[src/rtl/float_pkg.sv]
// rtl/float_pkg.sv - shared binary32 field widths, constants and operand classes
package float_pkg;

  localparam int EXP_W    = 8;
  localparam int FRAC_W   = 23;
  localparam int MANT_W   = FRAC_W + 1;
  localparam int PROD_W   = 2 * MANT_W;
  localparam int EXP_BIAS = 127;

  localparam logic [31:0]      QNAN    = 32'h7FC00000;
  localparam logic [EXP_W-1:0] EXP_MAX = '1;

  // Operand classes; denormals are folded into ZERO by the unpacker
  typedef enum logic [1:0] {
    ZERO   = 2'd0,
    NORMAL = 2'd1,
    INF    = 2'd2,
    NAN    = 2'd3
  } fclass_t;

  // Signed zero / signed infinity encodings
  function automatic logic [31:0] signed_zero(input logic sign);
    return {sign, 31'h0};
  endfunction

  function automatic logic [31:0] signed_inf(input logic sign);
    return {sign, EXP_MAX, {FRAC_W{1'b0}}};
  endfunction

endpackage

[src/rtl/float_unpack.sv]
// rtl/float_unpack.sv - split a binary32 word into sign, exponent, mantissa and class
module float_unpack
  import float_pkg::*;
(
  input  logic [31:0]       word,
  output logic              sign,
  output logic [EXP_W-1:0]  exp,
  output logic [MANT_W-1:0] mant,
  output fclass_t           cls
);

  logic [FRAC_W-1:0] frac;

  assign frac = word[FRAC_W-1:0];

  // Classify; denormals flush to zero so their mantissa is forced to 0
  always_comb begin
    sign = word[31];
    exp  = word[30:FRAC_W];
    mant = {1'b1, frac};
    cls  = NORMAL;
    if (exp == '0) begin
      cls  = ZERO;
      mant = '0;
    end else if (exp == EXP_MAX) begin
      cls = (frac == '0) ? INF : NAN;
    end
  end

endmodule

[src/rtl/float_multiplier.sv]
// rtl/float_multiplier.sv - 3-stage pipelined binary32 multiplier, RNE, flush-to-zero
module float_multiplier
  import float_pkg::*;
(
  input  logic        clk,
  input  logic        rst_n,
  input  logic        start,
  input  logic [31:0] a,
  input  logic [31:0] b,
  output logic [31:0] result,
  output logic        done
);

  // Operand capture register
  logic        in_v;
  logic [31:0] in_a;
  logic [31:0] in_b;

  // Unpacked operands
  logic              sa, sb;
  logic [EXP_W-1:0]  ea, eb;
  logic [MANT_W-1:0] ma, mb;
  fclass_t           ca, cb;

  // S1 results
  logic              s1_v;
  logic              s1_special;
  logic [31:0]       s1_spec_res;
  logic              s1_sign;
  logic signed [9:0] s1_exp;
  logic [MANT_W-1:0] s1_ma, s1_mb;

  // S2 results
  logic              s2_v;
  logic              s2_special;
  logic [31:0]       s2_spec_res;
  logic              s2_sign;
  logic signed [9:0] s2_exp;
  logic [PROD_W-1:0] s2_prod;

  // Capture operands on every start; the valid bit follows start
  always_ff @(posedge clk or negedge rst_n) begin
    if (!rst_n) begin
      in_v <= 1'b0;
      in_a <= '0;
      in_b <= '0;
    end else begin
      in_v <= start;
      if (start) begin
        in_a <= a;
        in_b <= b;
      end
    end
  end

  float_unpack u_unpack_a (
    .word (in_a),
    .sign (sa),
    .exp  (ea),
    .mant (ma),
    .cls  (ca)
  );

  float_unpack u_unpack_b (
    .word (in_b),
    .sign (sb),
    .exp  (eb),
    .mant (mb),
    .cls  (cb)
  );

  // ---------------- S1: classify, sign, exponent add ----------------
  logic              sign_c;
  logic signed [9:0] exp_sum_c;
  logic              special_c;
  logic [31:0]       spec_res_c;

  assign sign_c    = sa ^ sb;
  assign exp_sum_c = signed'({2'b00, ea}) + signed'({2'b00, eb}) - 10'sd127;

  // Decide every non-normal outcome up front so S3 only has to select it
  always_comb begin
    special_c  = 1'b1;
    spec_res_c = QNAN;
    if (ca == NAN || cb == NAN ||
        (ca == ZERO && cb == INF) || (ca == INF && cb == ZERO)) begin
      spec_res_c = QNAN;
    end else if (ca == INF || cb == INF) begin
      spec_res_c = signed_inf(sign_c);
    end else if (ca == ZERO || cb == ZERO) begin
      spec_res_c = signed_zero(sign_c);
    end else begin
      special_c  = 1'b0;
    end
  end

  // S1 pipeline register
  always_ff @(posedge clk or negedge rst_n) begin
    if (!rst_n) begin
      s1_v        <= 1'b0;
      s1_special  <= 1'b0;
      s1_spec_res <= '0;
      s1_sign     <= 1'b0;
      s1_exp      <= '0;
      s1_ma       <= '0;
      s1_mb       <= '0;
    end else begin
      s1_v        <= in_v;
      s1_special  <= special_c;
      s1_spec_res <= spec_res_c;
      s1_sign     <= sign_c;
      s1_exp      <= exp_sum_c;
      s1_ma       <= ma;
      s1_mb       <= mb;
    end
  end

  // ---------------- S2: mantissa multiply ----------------
  logic [PROD_W-1:0] prod_c;

  assign prod_c = PROD_W'(s1_ma) * PROD_W'(s1_mb);

  // S2 pipeline register
  always_ff @(posedge clk or negedge rst_n) begin
    if (!rst_n) begin
      s2_v        <= 1'b0;
      s2_special  <= 1'b0;
      s2_spec_res <= '0;
      s2_sign     <= 1'b0;
      s2_exp      <= '0;
      s2_prod     <= '0;
    end else begin
      s2_v        <= s1_v;
      s2_special  <= s1_special;
      s2_spec_res <= s1_spec_res;
      s2_sign     <= s1_sign;
      s2_exp      <= s1_exp;
      s2_prod     <= prod_c;
    end
  end

  // ---------------- S3: normalize, round, pack ----------------
  logic              norm;
  logic [MANT_W-1:0] mant_pre;
  logic              guard_bit, round_bit, sticky_bit, round_up;
  logic [MANT_W:0]   mant_rnd;
  logic signed [9:0] exp_fin;
  logic [FRAC_W-1:0] frac_fin;
  logic [31:0]       packed_c;

  // Product of two [1,2) mantissas lies in [1,4); bit 47 set means >= 2.0
  always_comb begin
    norm = s2_prod[PROD_W-1];
    if (norm) begin
      mant_pre   = s2_prod[47:24];
      guard_bit  = s2_prod[23];
      round_bit  = s2_prod[22];
      sticky_bit = |s2_prod[21:0];
    end else begin
      mant_pre   = s2_prod[46:23];
      guard_bit  = s2_prod[22];
      round_bit  = s2_prod[21];
      sticky_bit = |s2_prod[20:0];
    end
  end

  // Round-to-nearest-even; a carry out of the mantissa bumps the exponent
  always_comb begin
    round_up = guard_bit & (round_bit | sticky_bit | mant_pre[0]);
    mant_rnd = {1'b0, mant_pre} + (MANT_W + 1)'(round_up);
    exp_fin  = s2_exp + signed'(10'(norm)) + signed'(10'(mant_rnd[MANT_W]));
    frac_fin = mant_rnd[MANT_W] ? mant_rnd[MANT_W-1:1] : mant_rnd[FRAC_W-1:0];
  end

  // Select special, overflow, underflow or normal packing
  always_comb begin
    packed_c = {s2_sign, exp_fin[EXP_W-1:0], frac_fin};
    if (s2_special) begin
      packed_c = s2_spec_res;
    end else if (exp_fin >= 10'sd255) begin
      packed_c = signed_inf(s2_sign);
    end else if (exp_fin <= 10'sd0) begin
      packed_c = signed_zero(s2_sign);
    end
  end

  // Output register; result only moves on the edge that raises done
  always_ff @(posedge clk or negedge rst_n) begin
    if (!rst_n) begin
      done   <= 1'b0;
      result <= '0;
    end else begin
      done <= s2_v;
      if (s2_v) begin
        result <= packed_c;
      end
    end
  end

endmodule

[config.mk]
export PLATFORM = sky130hd
export DESIGN_NAME = float_multiplier
export DESIGN_NICKNAME = d
export VERILOG_FILES = /design/src/rtl/float_pkg.sv /design/src/rtl/float_unpack.sv /design/src/rtl/float_multiplier.sv
export SDC_FILE = /design/constraint.sdc
export NUM_CORES = 2
export LEC_CHECK = 0
export ABC_AREA = 0
export CAP_MARGIN = 15
export CORE_MARGIN = 1
export CORE_UTILIZATION = 40
export CTS_CLUSTER_SIZE = 20
export DETAILED_ROUTE_END_ITERATION = 7
export REMOVE_ABC_BUFFERS = 1
export SLEW_MARGIN = 20
export SYNTH_ARGS = -nofsm -noshare
export SYNTH_HDL_FRONTEND = slang
export SYNTH_HIERARCHICAL = 1
export SYNTH_SLANG_ARGS = --single-unit
[constraint.sdc]
create_clock -name clk -period 8.83 [get_ports clk]
set_input_delay 1.766 -clock clk [delete_from_list [all_inputs] [get_ports clk]]
set_output_delay 1.766 -clock clk [all_outputs]
set_load 0.03 [all_outputs]
==> impl_results.md <==
* Slew Viols, Final at 0
* Slew HR at 24.8%
* Via count of the first global-routing pass at 21672
* Global-route wire length before repair at 116000 µm
* Num CTS Buffers at 27
* Status: finished clean
* DR WL/cell at 18.3 µm
* Max frequency at 131 MHz
* Netlist area before placement at 0.0282 mm²
* Synth cell types at 68
* Sequential cell area at 0.00566 mm²
* Number of synthesis warnings at 6
* I/O Buffers at 99
* CTS sink count at 226
* Yosys top cell by area: fa_1
* Worst Reg-to-Reg Cells at 24
* Final Hold Vio Count at 0
* GPL Wtd Cong at 0.865
* Placed inst area at 0.0299 mm²
* RSZ-0062 raised after global routing: false
* Post-synthesis sequential area ratio at 20.0%
* Most common cell in the netlist: inv_1
* Critical Path AT at 8.09 ns
* Initial core utilization at 40.4%
* Total gr overflow at 0
* WP data required at 9.31 ns
* Reg2Reg Launch Point: s1_ma[13]$_DFF_PN0_
* Die Y at 268 µm
* Hold EP: s2_spec_res[31]$_DFF_PN0_
* Root Buffer: clkbuf_16
* Io pins at 100
* Fin crit share at 86.2%
* Layout cells sized above 1 at 5.61%
* H-tree Lvls at 1
* Fillers at 6757
* Setup bufs post-CTS at 0
* Most frequent cells after synthesis: 573 x inv_1, 484 x fa_1, 343 x nand2_1
* Initial DRC count at 1153
* Area Overhead vs Synth at 9.10%
* Worst Setup Start Kind: flop
* DRC violations left at 0
* Post-Route WL at 70300 µm
* Tightest Pin Transition at 1.13 ns
* GRT Overall Usage at 20.5%
* Mapped Cells at 2897
* DIE AREA at 0.0717 mm²
* Area of the multi-input gates at 0.0197 mm²
* Maxcap violations at 0
* Max FO, Critical Path at 24
* Antenna violations before repair at 1
* Post-DRT Antenna Nets at 0
* Vias post-DR at 19542
* Total iterations of the first detailed-routing run at 7
* CTS tree: built
* FP Rows at 97
* Largest net degree at the start of global routing at 123
* Worst reg-to-reg setup slack at 1.22 ns
* CTS clock-pin slew for the worst setup and hold paths at 0.07 ns
* Via density at 5.08
* Hold Path Depth at 0
* #FFs+latches synth at 226
* Fraction of registers with async set/reset at 100%
* Area of the core at 0.0699 mm²
* Post-synth EDFFs at 0
* Reg-to-reg endpoint: s2_prod[44]$_DFF_PN0_
* Cts repair resizes at 0
* Worst Hold Launch: s1_spec_res[31]$_DFF_PN0_
* Syn Area/Cell at 9.75 µm²
* Hold WC Path Type: flop to flop
* Share of the synthesized area in the top cell type at 34.3%
* Setup_tns at 0 ns
* CTS max path bufs at 3
* Synth Flop Type: dfrtp_1
* Post-route cell area at 0.0308 mm²
* Die Width at 268 µm
* Setup violations, final at 0
* Skew final at 0.0526 ns
* CP endpoint kind: flop
* Min Tclk post-route at 7.61 ns
* Hpwl dp at 55400 µm
* Clock Latency Late Sink at 0.59 ns
* Hold_buf cts at 0
* NumNets Final at 3628
* CP Class: flop to flop
* Synth area leaders: fa_1 34%, dfrtp_1 20%, ha_1 8.5%
sequential cells by signal, indices dropped and copies added, names as in the netlist:
name,cells
s2_sign,1
in_v,1
s1_exp,10
s1_spec_res,3
s1_sign,1
in_a,32
done,1
s2_v,1
s1_ma,24
s2_spec_res,3
in_b,32
s1_v,1
s2_prod,48
s1_special,1
s2_special,1
result,32
s1_mb,24
s2_exp,10
cells by family after synthesis:
| group | Yosys count | synth area share [%] |
|---|---|---|
| flops | 226 | 20.0 |
| fa+ha+maj | 676 | 42.8 |
| xor+xnor | 89 | 2.76 |
| compound gates | 224 | 5.43 |
| mux | 79 | 3.11 |
| simple gates | 869 | 15.8 |
| buf+inv | 734 | 10.1 |
worst max path at each step:
stage	from	cells after the start	to
floorplan	s1_mb[3]$_DFF_PN0_	23	s2_prod[45]$_DFF_PN0_
global placement	s1_ma[5]$_DFF_PN0_	23	s2_prod[45]$_DFF_PN0_
detailed placement	s1_ma[13]$_DFF_PN0_	21	s2_prod[45]$_DFF_PN0_
CTS	s1_ma[13]$_DFF_PN0_	24	s2_prod[44]$_DFF_PN0_
global route	s1_ma[13]$_DFF_PN0_	24	s2_prod[44]$_DFF_PN0_
finish	s1_ma[13]$_DFF_PN0_	24	s2_prod[44]$_DFF_PN0_
routing by layer:
layer / track usage, % / up-vias / share of wire, %
met1: 26.1 / 10118 / 41
met5: 0 / - / 0
met4: 5.45 / 0 / 2.9
met3: 2.26 / 131 / 4.7
li1: - / 8754 / -
met2: 36.9 / 539 / 52
critical path, stage by stage (launching register included):
cell	delay [ns]
dfrtp_1	1.05
nand2_1	0.20
fa_1	0.58
inv_1	0.05
fa_1	0.48
inv_1	0.06
fa_1	0.52
inv_1	0.05
fa_1	0.51
inv_1	0.06
fa_1	0.53
inv_1	0.06
fa_1	0.47
inv_1	0.05
fa_1	0.47
inv_1	0.04
ha_1	0.38
o21a_1	0.19
nor2_1	0.07
o41ai_4	0.44
a41oi_2	0.26
o21ai_2	0.32
nand4b_1	0.18
a311oi_2	0.29
xnor2_1	0.15
final cells by class:
class / instances / area share [%]
clock buffers: 33 / 2.33
flip-flops and latches: 226 / 18.4
diodes: 1 / 0.00812
well taps: 940 / 3.82
repair buffers: 120 / 3.73
inverters: 573 / 6.98
clock inverters: 16 / 0.731
multi-input cells: 1937 / 64.1
per-stage QoR:
step	hold WS (ns)	setup WS, ns	util [%]	instances
after floorplan	0.331	2.09	-	2736
after global placement	0.333	1.36	42.7	3796
after detailed placement	0.335	1.27	42.7	3796
after CTS	0.339	1.22	44.1	3845
after global routing	0.344	0.774	44.1	3845
final	0.337	1.22	44.1	3846
cell usage in the layout (no fill, tap or decap), drive strengths merged, types with 8 or more instances in the layout:
cell	instances
inv	578
fa	484
nand2	343
and2	341
dfrtp	226
ha	192
clkdlybuf4s50	97
mux2	71
a21oi	67
xnor2	48
nor2	47
xor2	41
o21ai	37
clkbuf	33
nand3	27
a21o	26
nand4	24
buf	23
nor4	21
and3	16
nor3	16
o2bb2ai	14
nor2b	14
o21bai	11
o21a	10
a31oi	9
mux2i	8
Power is not shown: default switching activity piles up to over one toggle a cycle in this logic, so the estimate is an artifact.
